<file path="src/rtl/memory_pkg.sv">
// Shared types for the memory stage: pipeline bundles, data-bus request/response and the stage FSM states.
package memory_pkg;

    typedef logic [63:0] word_t;
    typedef logic [63:0] addr_t;
    typedef logic [4:0]  creg_addr_t;
    typedef logic [7:0]  strobe_t;

    typedef enum logic [1:0] {MSIZE1, MSIZE2, MSIZE4, MSIZE8} msize_t;

    localparam strobe_t STROBE_B = 8'h01;
    localparam strobe_t STROBE_H = 8'h03;
    localparam strobe_t STROBE_W = 8'h0F;
    localparam strobe_t STROBE_D = 8'hFF;

    function automatic strobe_t strobeBase(input msize_t size);
        unique case (size)
            MSIZE1:  return STROBE_B;
            MSIZE2:  return STROBE_H;
            MSIZE4:  return STROBE_W;
            default: return STROBE_D;
        endcase
    endfunction

    typedef struct packed {
        logic   regwrite;
        logic   memread;
        logic   memwrite;
        msize_t msize;
        logic   mem_unsigned;
    } control_t;

    typedef struct packed {
        addr_t      pc;
        control_t   ctl;
        word_t      result_alu;
        word_t      wd;
        creg_addr_t wa;
    } execute_data_t;

    typedef struct packed {
        addr_t      pc;
        control_t   ctl;
        word_t      result;
        creg_addr_t wa;
        logic       misalign;
    } memory_data_t;

    typedef struct packed {
        creg_addr_t waM;
        word_t      resultM;
        logic       regwriteM;
    } forward_data_t;

    typedef struct packed {
        logic    valid;
        addr_t   addr;
        msize_t  size;
        strobe_t strobe;
        word_t   data;
    } dbus_req_t;

    typedef struct packed {
        logic  addr_ok;
        logic  data_ok;
        word_t data;
    } dbus_resp_t;

    typedef enum logic {IDLE, BUSY} mem_state_t;

endpackage

</file>
<file path="src/rtl/memory_format.sv">
// Combinational lane logic: store shift/strobe, load extract/extend and misalignment detection.
module memory_format
    import memory_pkg::*;
#(
    parameter bit MISALIGN_CHECK = 1'b1
) (
    input  logic [2:0] offset,
    input  msize_t     msize,
    input  logic       memread,
    input  logic       memwrite,
    input  logic       memUnsigned,
    input  word_t      storeData,
    input  word_t      readData,
    output strobe_t    strobe,
    output word_t      busData,
    output word_t      loadValue,
    output logic       misalign
);

    logic [5:0] shamt;
    logic       misalignRaw;
    word_t      raw;

    assign shamt = {offset, 3'b000};

    always_comb begin
        misalignRaw = 1'b0;
        unique case (msize)
            MSIZE1:  misalignRaw = 1'b0;
            MSIZE2:  misalignRaw = offset[0];
            MSIZE4:  misalignRaw = |offset[1:0];
            default: misalignRaw = |offset;
        endcase
    end

    assign misalign = MISALIGN_CHECK && (memread || memwrite) && misalignRaw;

    // Loads never drive byte enables; the slave returns the whole aligned doubleword.
    assign strobe  = memwrite ? strobe_t'(strobeBase(msize) << offset) : '0;
    assign busData = storeData << shamt;
    assign raw     = readData >> shamt;

    always_comb begin
        loadValue = raw;
        unique case (msize)
            MSIZE1:  loadValue = memUnsigned ? {56'b0, raw[7:0]}  : {{56{raw[7]}},  raw[7:0]};
            MSIZE2:  loadValue = memUnsigned ? {48'b0, raw[15:0]} : {{48{raw[15]}}, raw[15:0]};
            MSIZE4:  loadValue = memUnsigned ? {32'b0, raw[31:0]} : {{32{raw[31]}}, raw[31:0]};
            default: loadValue = raw;
        endcase
    end

endmodule

</file>
<file path="src/rtl/memory.sv">
// Memory pipeline stage: issues data-bus transactions, stalls while one is outstanding, registers the result.
module memory
    import memory_pkg::*;
#(
    parameter int XLEN           = 64,
    parameter bit MISALIGN_CHECK = 1'b1
) (
    input  logic          clk,
    input  logic          reset,
    input  execute_data_t dataE,
    input  logic          validE,
    output dbus_req_t     dreq,
    input  dbus_resp_t    dresp,
    output logic          stallM,
    output memory_data_t  dataM,
    output logic          validM,
    output forward_data_t forward,
    output mem_state_t    debugState
);

    mem_state_t       state;
    mem_state_t       stateNext;
    logic             memop;
    logic             misalign;
    logic             dreqValid;
    strobe_t          strobe;
    word_t            busData;
    logic [XLEN-1:0]  loadValue;
    memory_data_t     dataNext;
    logic             unusedAddrOk;

    // Completion is defined by data_ok alone.
    assign unusedAddrOk = dresp.addr_ok;

    memory_format #(.MISALIGN_CHECK(MISALIGN_CHECK)) format (
        .offset     (dataE.result_alu[2:0]),
        .msize      (dataE.ctl.msize),
        .memread    (dataE.ctl.memread),
        .memwrite   (dataE.ctl.memwrite),
        .memUnsigned(dataE.ctl.mem_unsigned),
        .storeData  (dataE.wd),
        .readData   (dresp.data),
        .strobe     (strobe),
        .busData    (busData),
        .loadValue  (loadValue),
        .misalign   (misalign)
    );

    assign memop = validE && (dataE.ctl.memread || dataE.ctl.memwrite) && !misalign;

    always_ff @(posedge clk) begin
        if (reset) state <= IDLE;
        else       state <= stateNext;
    end

    always_comb begin
        stateNext = state;
        unique case (state)
            IDLE:    if (memop && !dresp.data_ok) stateNext = BUSY;
            BUSY:    if (dresp.data_ok)           stateNext = IDLE;
            default: stateNext = IDLE;
        endcase
    end

    // Request fields come straight from dataE, which stallM holds steady while BUSY.
    always_comb begin
        dreqValid = 1'b0;
        stallM    = 1'b0;
        unique case (state)
            IDLE: begin
                dreqValid = memop;
                stallM    = memop && !dresp.data_ok;
            end
            BUSY: begin
                dreqValid = 1'b1;
                stallM    = !dresp.data_ok;
            end
            default: ;
        endcase
    end

    assign dreq.valid  = dreqValid;
    assign dreq.addr   = dataE.result_alu;
    assign dreq.size   = dataE.ctl.msize;
    assign dreq.strobe = strobe;
    assign dreq.data   = busData;
    assign debugState  = state;

    always_comb begin
        dataNext              = '0;
        dataNext.pc           = dataE.pc;
        dataNext.ctl          = dataE.ctl;
        dataNext.ctl.regwrite = dataE.ctl.regwrite && !misalign;
        dataNext.result       = (dataE.ctl.memread && !misalign) ? loadValue : dataE.result_alu;
        dataNext.wa           = dataE.wa;
        dataNext.misalign     = misalign;
    end

    // A stall cycle turns into a bubble; only regwrite must be cleared for it to be harmless.
    always_ff @(posedge clk) begin
        if (reset) begin
            validM <= 1'b0;
            dataM  <= '0;
        end else if (!stallM) begin
            validM <= validE;
            dataM  <= dataNext;
        end else begin
            validM             <= 1'b0;
            dataM.ctl.regwrite <= 1'b0;
        end
    end

    assign forward.regwriteM = validM && dataM.ctl.regwrite;
    assign forward.waM       = dataM.wa;
    assign forward.resultM   = dataM.result;

endmodule

</file>
<file path="config.mk">
export PLATFORM = sky130hd
export DESIGN_NAME = memory
export DESIGN_NICKNAME = d
export VERILOG_FILES = /design/src/rtl/memory_pkg.sv /design/src/rtl/memory_format.sv /design/src/rtl/memory.sv
export SDC_FILE = /design/constraint.sdc
export NUM_CORES = 1
export LEC_CHECK = 0
export BUFFER_PORTS_ARGS = -buffer_cell sky130_fd_sc_hd__buf_2
export CAP_MARGIN = 25
export CORE_AREA = 2 2 243 245
export CTS_CLUSTER_SIZE = 10
export DETAILED_ROUTE_END_ITERATION = 10
export DIE_AREA = 0 0 245 247
export PLACE_DENSITY = 0.53
export SYNTH_ARGS = -nofsm -noshare
export SYNTH_HDL_FRONTEND = slang
export SYNTH_HIERARCHICAL = 1
export SYNTH_SLANG_ARGS = --single-unit
</file>
<file path="constraint.sdc">
create_clock -name clk -period 8.6 [get_ports clk]
set_clock_uncertainty 0.05 [all_clocks]
set_input_delay 1.72 -clock clk [delete_from_list [all_inputs] [get_ports clk]]
set_output_delay 1.72 -clock clk [all_outputs]
set_load 0.01 [all_outputs]
</file>
==> run metrics, run 1 <==
CP Max Fanout 58; Skew-Pair Late Insertion Delay 0.43 ns; Crit. End Element output pin; register area share after synthesis 23.99%; internal power 1.420 mW; RSZ-0062 raised after global routing false; Worst Hold Launch dataM[120]; Die X 245 microns; sw power 0.8259 mW; post_cts resized 0; Distinct cells, synth 46; total congestion overflow 0; drt drc 0; WL final roughly 58,000 microns; Area contributors post-synth dfxtp_1, mux2i_1, buf_4; commonest cells in the netlist o21ai_0, mux2i_1, buf_4; Core Footprint 58,240 sq um; CTS tree built; final setup fails 0; Die H 247 microns; CTS buffer count 17; global-route wire length before repair 79,920 microns; CTS sink count around 140; Post-Syn Instances 1,435; Clock transition at path regs 0.07 ns; status completed; MaxCap Viol Count 0; Rows 89; syn_nets 1,707; htree depth 4; busiest grt layer met2; GR met3 Demand/Resource 7.054%; final slew viol count 0; drt wl/cell 22.25 microns; # IOs 624; total setup buffers inserted after CTS 0; Clock Power Share 33.3%; Synth Register Bits between 100 and 150; static leakage 7.101 nW; Pre-Repair DR Iteration Count 5; count leader, synth o21ai_0; cts hold-fix bufs 0; crit path launch type input port; Setup TNS 0 ns; initial antenna violation count 37; Post-synth ARST share 0%; GP Congestion 0.8950; Yosys Warn Count 6; Vias/cell 4.710; WP data arrival 4.29 ns; Fmax roughly 170 MHz; IO buf count 622; initial DRC count ~690; vias in the first global route 11,800; prevailing post-synth register cell dfxtp_1; initial core utilization 20.35%; via count 12,270; die footprint approximately 61,000 sq um; power per cell area 151.2 nW/um^2; Hold Fails Final Rpt 0; Synth Cell Area 11,850 sq um; Comb pwr share 33.1%; Setup Crit Path Kind input port to output pin; Switching Fraction 36.77%; fin crit share 70.46%; Clock Root Buffer clkbuf_16; Clock Tree Buf Depth 2; layout cell share with drive strength beyond 1 about two fifths; routing usage on met2 a little under a third; reg2reg start debugState; HPWL Detailed between 40,000 and 50,000 microns; CP required 6.83 ns; gr usage total 18.09%; post-synth top area share 23.99%; peak supply drop 0.1173 mV; CP startpoint dataE[70]; final setup margin 2.540 ns; Hold Path Class flop to flop; area grow syn2layout 25.34%; cell taking the most area after synthesis dfxtp_1; Post-Syn Area per Cell around 8.3 sq um; worst slew pin tran around 1.0 ns; EDFF count, synth 0; Flop pwr share ~34%; headroom to the max-slew limit 32.73%; Tmin final 6.060 ns; antenna-violating nets left 0; met1 usage between 10% and 20%; nets@finish 2,083; worst slack, placed between 2 and 3 ns; largest net degree at the start of global routing 123
-- per-layer routing --
| layer | up-vias | part of all wire (%) |
|---|---|---|
| li1 | 5752 | - |
| met1 | 5763 | 38 |
| met5 | - | 0.50 |
| met3 | 132 | 9.4 |
| met4 | 48 | 4.9 |
| met2 | 571 | 47 |
-- critical path: stages --
cell and delay, ns:
buf_4 0.55, a21oi_1 0.09, o2bb2ai_1 0.46, o21a_1 0.25, inv_1 0.13, a31oi_4 0.16, buf_4 0.56, inv_1 0.12
buf_2 0.19
-- cells by family (layout without fill, tap and decap cells) --
| logic type | Yosys count | after routing | synth area share [%] |
|---|---|---|---|
| flops | 142 | 142 | 23.99 |
| compound gates | 340 | 340 | 17.20 |
| simple gates | 421 | 421 | 19.03 |
| buf+inv | 288 | 677 | 15.77 |
| mux | 244 | 244 | 24.01 |
| other cells | 0 | 7 | 0 |
-- registers in the layout, summed over array words and instances, names as in the netlist --
name        count
dataM         140
validM          1
debugState      1
-- area by class of cell --
class,instances,area [sq um]
Multi-Input combinational cell,1005,7148
Antenna cell,7,17.52
Clock inverter,15,152.6
Inverter,4,15.01
Fill cell,6404,43390
Timing Repair Buffer,641,3283
Sequential cell,142,2843
Tap cell,773,967.2
Clock buffer,17,425.4
-- power by group through the flow --
stage / clock network (mW) / registers (mW) / logic [mW]
after floorplan: 0 / 0.788 / 0.447
after global placement: 0 / 0.768 / 0.745
after detailed placement: 0 / 0.771 / 0.749
after CTS: 0.774 / 0.756 / 0.751
after global routing: 0.801 / 0.763 / 0.806
final: 0.748 / 0.755 / 0.743
-- path summary, 6_finish.rpt --
check | end | slack, ns | cells after the start
min | dataM[120] | 0.42 | 2
min reg2reg | dataM[120] | 0.42 | 2
max reg2reg | dataM[85] | 6.05 | 5
max | dreq[138] | 2.54 | 9
-- placed cells by master (no fill, tap or decap), types with 4 or more instances in the layout --
master / n
nor2b_1: 88
mux2_2: 32
nor3_1: 64
mux4_2: 29
o21ai_0: 193
clkbuf_16: 17
and2_1: 10
buf_4: 21
nor3b_1: 4
o22ai_1: 18
diode_2: 7
o211ai_1: 7
inv_6: 4
o2bb2ai_1: 10
dfxtp_1: 142
mux2i_1: 183
nand3_1: 13
nand2b_1: 81
a21oi_1: 27
o2111ai_1: 8
nand4_1: 26
a211oi_1: 66
nand2_1: 56
buf_2: 617
nor2_1: 67
-- metrics by stage --
step	utilization [%]	hold WS (ns)	cells	area (sq um)	total power, mW
after floorplan	-	0.4430	1435	11850	1.235
after global placement	24.45	0.4083	2564	14240	1.512
after detailed placement	24.45	0.4131	2564	14240	1.520
after CTS	25.45	0.4259	2596	14820	2.281
after global routing	25.49	0.4434	2601	14840	2.370
final	25.50	0.4225	2604	14850	2.246
Power figures use the tool's default switching activity.
==> inputs of run 2 (changes only) <==
ABC_AREA = 1   (was not set)
CORE_AREA = 2 2 240 242   (was 2 2 243 245)
DIE_AREA = 0 0 242 244   (was 0 0 245 247)
PLACE_DENSITY = 0.52   (was 0.53)
clock period = 5.6 ns   (was 8.6 ns; I/O delays follow)
==> run 2 against run 1 <==
Count of clock-buffer cells in the layout rose by 1; sequential cell count did not move; combinational power rose by 44%; highest routed layer unchanged.
==> run metrics, run 2 <==
cts hold-fix bufs 0 (unchanged); Synth Area in XOR/XNOR 0% (unchanged); Synth Register Bits 142 (unchanged); Post-Syn Area per Cell 6.120 sq um (-26%); EDFF count, synth 0 (unchanged); Setup Crit Path Kind input port to output pin; drt wl/cell 20.28 microns (-8.9%); commonest non-fill, non-tap cell in the layout buf_2; Setup TNS 0 ns (unchanged); Post-synth ARST share 0% (unchanged); global-route wire length before repair 86,520 microns (+8.3%); vias in the first global route 13,030 (+10%); Die X 242 microns (-1.2%); static leakage 7.928 nW (+12%); die footprint 59,050 sq um (-2.4%); layout cell share with drive strength beyond 1 32.32% (-8.7 points); HPWL Detailed 47,100 microns (+3.3%); Clock transition at path regs 0.06 ns (about the same); post-synth top area share 25.30% (+1.3 points); critical-path cell list buf_4 > nor2_4 > nand2_1 > nor2_2 > nor3_1 > nor2_1 > nand2_1 > nand2_4 > nand2_4 > inv_1 > buf_2; Vias/cell 4.711 (about the same); CP Max Fanout 41 (-29%); Crit. End Element output pin; commonest cells in the netlist nand2_1, nand3_1, nand4_1; CTS tree built; Tmin final 4.720 ns; multi-input combinational cell area 6330 sq um (-11%); power per cell area 232.9 nW/um^2 (+54%); antenna-violating nets left 0 (unchanged); peak supply drop 0.2067 mV (+76%); initial antenna violation count 21 (-43%); WP data arrival 3.55 ns (-0.74 ns); Die H 244 microns (-1.2%); total congestion overflow 0 (unchanged); Compound-Gate Fraction of Synth Area 9.810% (-7.4 points); CTS buffer count 17 (unchanged); crit path launch type input port; htree depth 4 (unchanged); Worst path max stage delay 0.56 ns (about the same); largest net degree at the start of global routing 159 (+29%); commonest cells after routing, fill and taps aside buf_2, nand2_1, nand3_1; Rows 87 (-2.2%); Clock Root Buffer clkbuf_16; Post-Syn Instances 1,836 (+28%); Distinct cells, synth 28 (-39%); CP required 4.43 ns (-2.40 ns); total setup buffers inserted after CTS 0 (unchanged); post-synthesis adder-cell area fraction 0% (unchanged); CTS sink count 142 (unchanged); Hold Fails Final Rpt 0 (unchanged); initial DRC count 819 (+19%); Pre-Repair DR Iteration Count 7 (+2); WL final 60,140 microns (+3.8%); RSZ-0062 raised after global routing false; Largest register FFs 140 (unchanged); final slew viol count 0 (unchanged); crit path max-delay cell type nor3_1; Fmax 211.9 MHz; MaxCap Viol Count 0 (unchanged); drt drc 0 (unchanged); fin crit share 84.29%; WP buf/inv 3 (-2); mux cell area share after synthesis 2.138% (-22 points); nets@finish 2,465 (+18%); Area contributors post-synth dfxtp_1, nand2_1, nand3_1; Synth Cell Area 11,240 sq um (-5.2%); worst slew pin tran 0.8621 ns (-0.1470 ns); headroom to the max-slew limit 42.53% (+9.8 points); simple-gate portion of the synthesized area 44.23% (+25 points); number of fill cells 6,511 (+1.7%); final core utilization 25.43% (-0.071 points); total chip power 3.327 mW (+48%); register area share after synthesis 25.30% (+1.3 points); register area 2843 sq um (unchanged); Crit path max-delay family simple AND/OR/NAND/NOR gates; Largest Register dataM; Hold Path Class flop to flop; status completed; GP Congestion 0.8769 (-2.0%); main combinational cell family by area after synthesis simple AND/OR/NAND/NOR gates; Core Footprint 56,170 sq um (-3.6%); Skew-Pair Late Insertion Delay 0.45 ns (+0.02 ns); initial core utilization 20.01% (-0.34 points); count leader, synth nand2_1; prevailing post-synth register cell dfxtp_1; via count 13,970 (+14%); cell taking the most area after synthesis dfxtp_1; Yosys Warn Count 6 (unchanged); IO buf count 622 (unchanged); final setup fails 0 (unchanged); post_cts resized 0 (unchanged); Clock Tree Buf Depth 2 (unchanged); syn_nets 2,108 (+23%); gr usage total 19.52% (+1.4 points); area grow syn2layout 27.11%; # IOs 624 (unchanged)
[run 2: cell families after synthesis]
kind of cell           after synthesis
AOI/OAI and AO/OA                  196
buffers and inverters              376
DFF                                142
muxes                               24
and+or+nand+nor                   1098
[run 2: final timing paths]
| kind | start | endpoint | slack [ns] | cells after the start |
|---|---|---|---|---|
| setup reg to reg | debugState | dataM[57] | 3.64 | 6 |
| setup / recovery | dataE[69] | stallM | 0.88 | 11 |
| hold / removal | dataM[98] | dataM[98] | 0.42 | 2 |
| hold reg to reg | dataM[98] | dataM[98] | 0.42 | 2 |
[run 2: cell type report]
cell class	count	area share, %
multi-input cells	1318	44.31
repair buffers	646	23.30
flip-flops and latches	142	19.90
well taps	756	6.622
clock buffers	18	3.075
inverters	68	1.866
clock inverters	14	0.8497
diodes	4	0.07008
[run 2: stage by stage]
step                      setup slack (ns)  hold slack, ns  cell area [sq um]  cells
after floorplan                      1.782          0.4448              11240   1836
after global placement              0.9015          0.4114              13700   2929
after detailed placement            0.8815          0.4121              13710   2930
after CTS                           0.8874          0.4245              14270   2962
after global routing                0.6701          0.4383              14280   2963
final                               0.8798          0.4222              14280   2966
[run 2: report_power, final]
part | internal, mW | switching, mW
Clock | 0.593 | 0.512
Combinational | 0.364 | 0.709
Sequential | 1.09 | 0.0578
Total | 2.05 | 1.28
[run 2: worst min-delay path: cells and delay by family (launching register included)]
kind             cells  cell delay [ns]
DFF                  1             0.30
and+or+nand+nor      2             0.12
[run 2: routing by layer]
metal / global-route usage [%] / share of wire, % / routed length [microns]
met1: 22.85 / 41 / 24420
met2: 34.31 / 49 / 29300
met3: 4.653 / 6.5 / 3901
met4: 7.698 / 4.0 / 2379
met5: 0 / 0.23 / 137
==> inputs of run 3 (changes only) <==
PLACE_DENSITY = 0.54   (was 0.52)
clock period = 4.3 ns   (was 5.6 ns; I/O delays follow)
==> run 3 against run 2 <==
Routed wire length grew 1.1%; worst setup slack lost 0.32 ns; cell count is the same; sequential power grew 30%; sequential cell count is the same; critical path depth is the same; non-clock buffer count grew 1; count of clock-buffer cells in the layout shrank 1; critical path type unchanged; highest routed layer unchanged.
==> run metrics, run 3 (synthesis results as in run 2) <==
global-route wire length before repair 86,910 microns (+0.45%); htree depth 4 (unchanged); Rows 87 (unchanged); crit path launch type input port; Hold Fails Final Rpt 0 (unchanged); headroom to the max-slew limit 36.88% (-5.6 points); total congestion overflow 0 (unchanged); Final Instance Area 14,420 sq um (+0.95%); WHS 0.4211 ns (-0.001095 ns); # IOs 624 (unchanged); WL final 60,820 microns (+1.1%); GR met3 Demand/Resource 4.522% (-0.13 points); Largest Register dataM; busiest grt layer met2; Die H 244 microns (unchanged); Worst path max stage delay 0.52 ns (-0.04 ns); Clock transition at path regs 0.06 ns (about the same); Hold Path Class flop to flop; status completed; WP data arrival 2.83 ns (-0.72 ns); crit path max-delay cell type nor2_2; layout cell share with drive strength beyond 1 32.40% (+0.076 points); total setup buffers inserted after CTS 0 (unchanged); routing usage on met2 34.44% (+0.14 points); static leakage 7.988 nW (+0.75%); die footprint 59,050 sq um (unchanged); placed cell count 2,931 (+0.034%); power per cell area 309.3 nW/um^2 (+33%); Area after DPL 13,820 sq um (+0.77%); Fmax between 200 and 300 MHz; gr usage total 19.62% (+0.098 points); nets@finish 2,466 (+0.041%); initial antenna violation count 26 (+24%); IO buf count 622 (unchanged); Tmin final 3.737 ns; Clock Root Buffer clkbuf_16; fin crit share 86.91%; final slew viol count 0 (unchanged); antenna-violating nets left 0 (unchanged); drt drc 0 (unchanged); Vias/cell 4.694 (-0.36%); HPWL Detailed 47,090 microns (about the same); post_cts resized 0 (unchanged); Crit. End Element output pin; WP buf/inv 3 (unchanged); total chip power 4.460 mW (+34%); final setup margin 0.5628 ns (-0.3170 ns); CP Max Fanout 9 (-78%); commonest non-fill, non-tap cell in the layout buf_2; CP required 3.39 ns (-1.04 ns); area grow syn2layout 28.32%; Pre-Repair DR Iteration Count 5 (-2); Non-Filler Instances 2,966 (unchanged); largest net degree at the start of global routing 152 (-4.4%); initial core utilization 20.01% (unchanged); CTS buffer count 17 (unchanged); vias in the first global route 12,860 (-1.3%); Setup TNS 0 ns (unchanged); MaxCap Viol Count 0 (unchanged); final setup fails 0 (unchanged); Clock Tree Buf Depth 2 (unchanged); worst slack, placed 0.5846 ns (-0.2969 ns); Largest register FFs 140 (unchanged); peak supply drop 0.2422 mV (+17%); drt wl/cell 20.50 microns (+1.1%); Core Footprint 56,170 sq um (unchanged); initial DRC count 953 (+16%); worst slew pin tran 0.9467 ns (+0.08463 ns); GP Congestion 0.8594 (-2.0%); CTS tree built; final core utilization 25.67% (+0.24 points); Die X 242 microns (unchanged); commonest cells after routing, fill and taps aside buf_2, nand2_1, nand3_1; Setup Crit Path Kind input port to output pin; CTS sink count 142 (unchanged); critical-path cell list buf_4 > nor2_4 > nand2_1 > nor2_2 > nor3_1 > nor2_1 > nand2_1 > nand2_4 > nand2_4 > inv_1 > buf_2; via count 13,920 (-0.36%); RSZ-0062 raised after global routing false; met1 usage 23.48% (+0.63 points); Crit path max-delay family simple AND/OR/NAND/NOR gates; Skew-Pair Late Insertion Delay 0.43 ns (-0.02 ns); cts hold-fix bufs 0 (unchanged)
## run 3: worst paths after layout
check,start,end,slack [ns],cells after the start
max,dataE[69],stallM,0.56,11
min reg2reg,dataM[114],dataM[114],0.42,2
min,dataM[114],dataM[114],0.42,2
max reg2reg,debugState,dataM[25],2.74,6
## run 3: worst register-to-register path: stages (launching register included)
cell and delay [ns]:
dfxtp_1 0.31, inv_1 0.10, nand2_4 0.09, nand2_4 0.08, buf_12 0.48, nand3_1 0.30, nand2_1 0.09
## run 3: where the power goes
group | internal, mW | total [mW] | leakage, nW | switching (mW)
combinational | 0.487 | 1.42 | 6.52 | 0.929
sequential | 1.42 | 1.50 | 1.18 | 0.0744
clock | 0.831 | 1.55 | 0.292 | 0.717
## run 3: cell type report
cell class | count | area, sq um
multi-input cells | 1318 | 6335
diodes | 3 | 7.507
clock inverters | 15 | 167.7
fillers | 6576 | 41750
flip-flops and latches | 142 | 2843
repair buffers | 647 | 3428
inverters | 68 | 266.5
clock buffers | 17 | 425.4
well taps | 756 | 945.9
## run 3: per-layer routing
layer / up-vias / share of wire [%] / wire length [microns]
li1: 6825 / - / -
met1: 6407 / 41 / 24950
met2: 566 / 49 / 29890
met3: 95 / 6.3 / 3860
met4: 30 / 3.1 / 1904
met5: - / 0.34 / 206
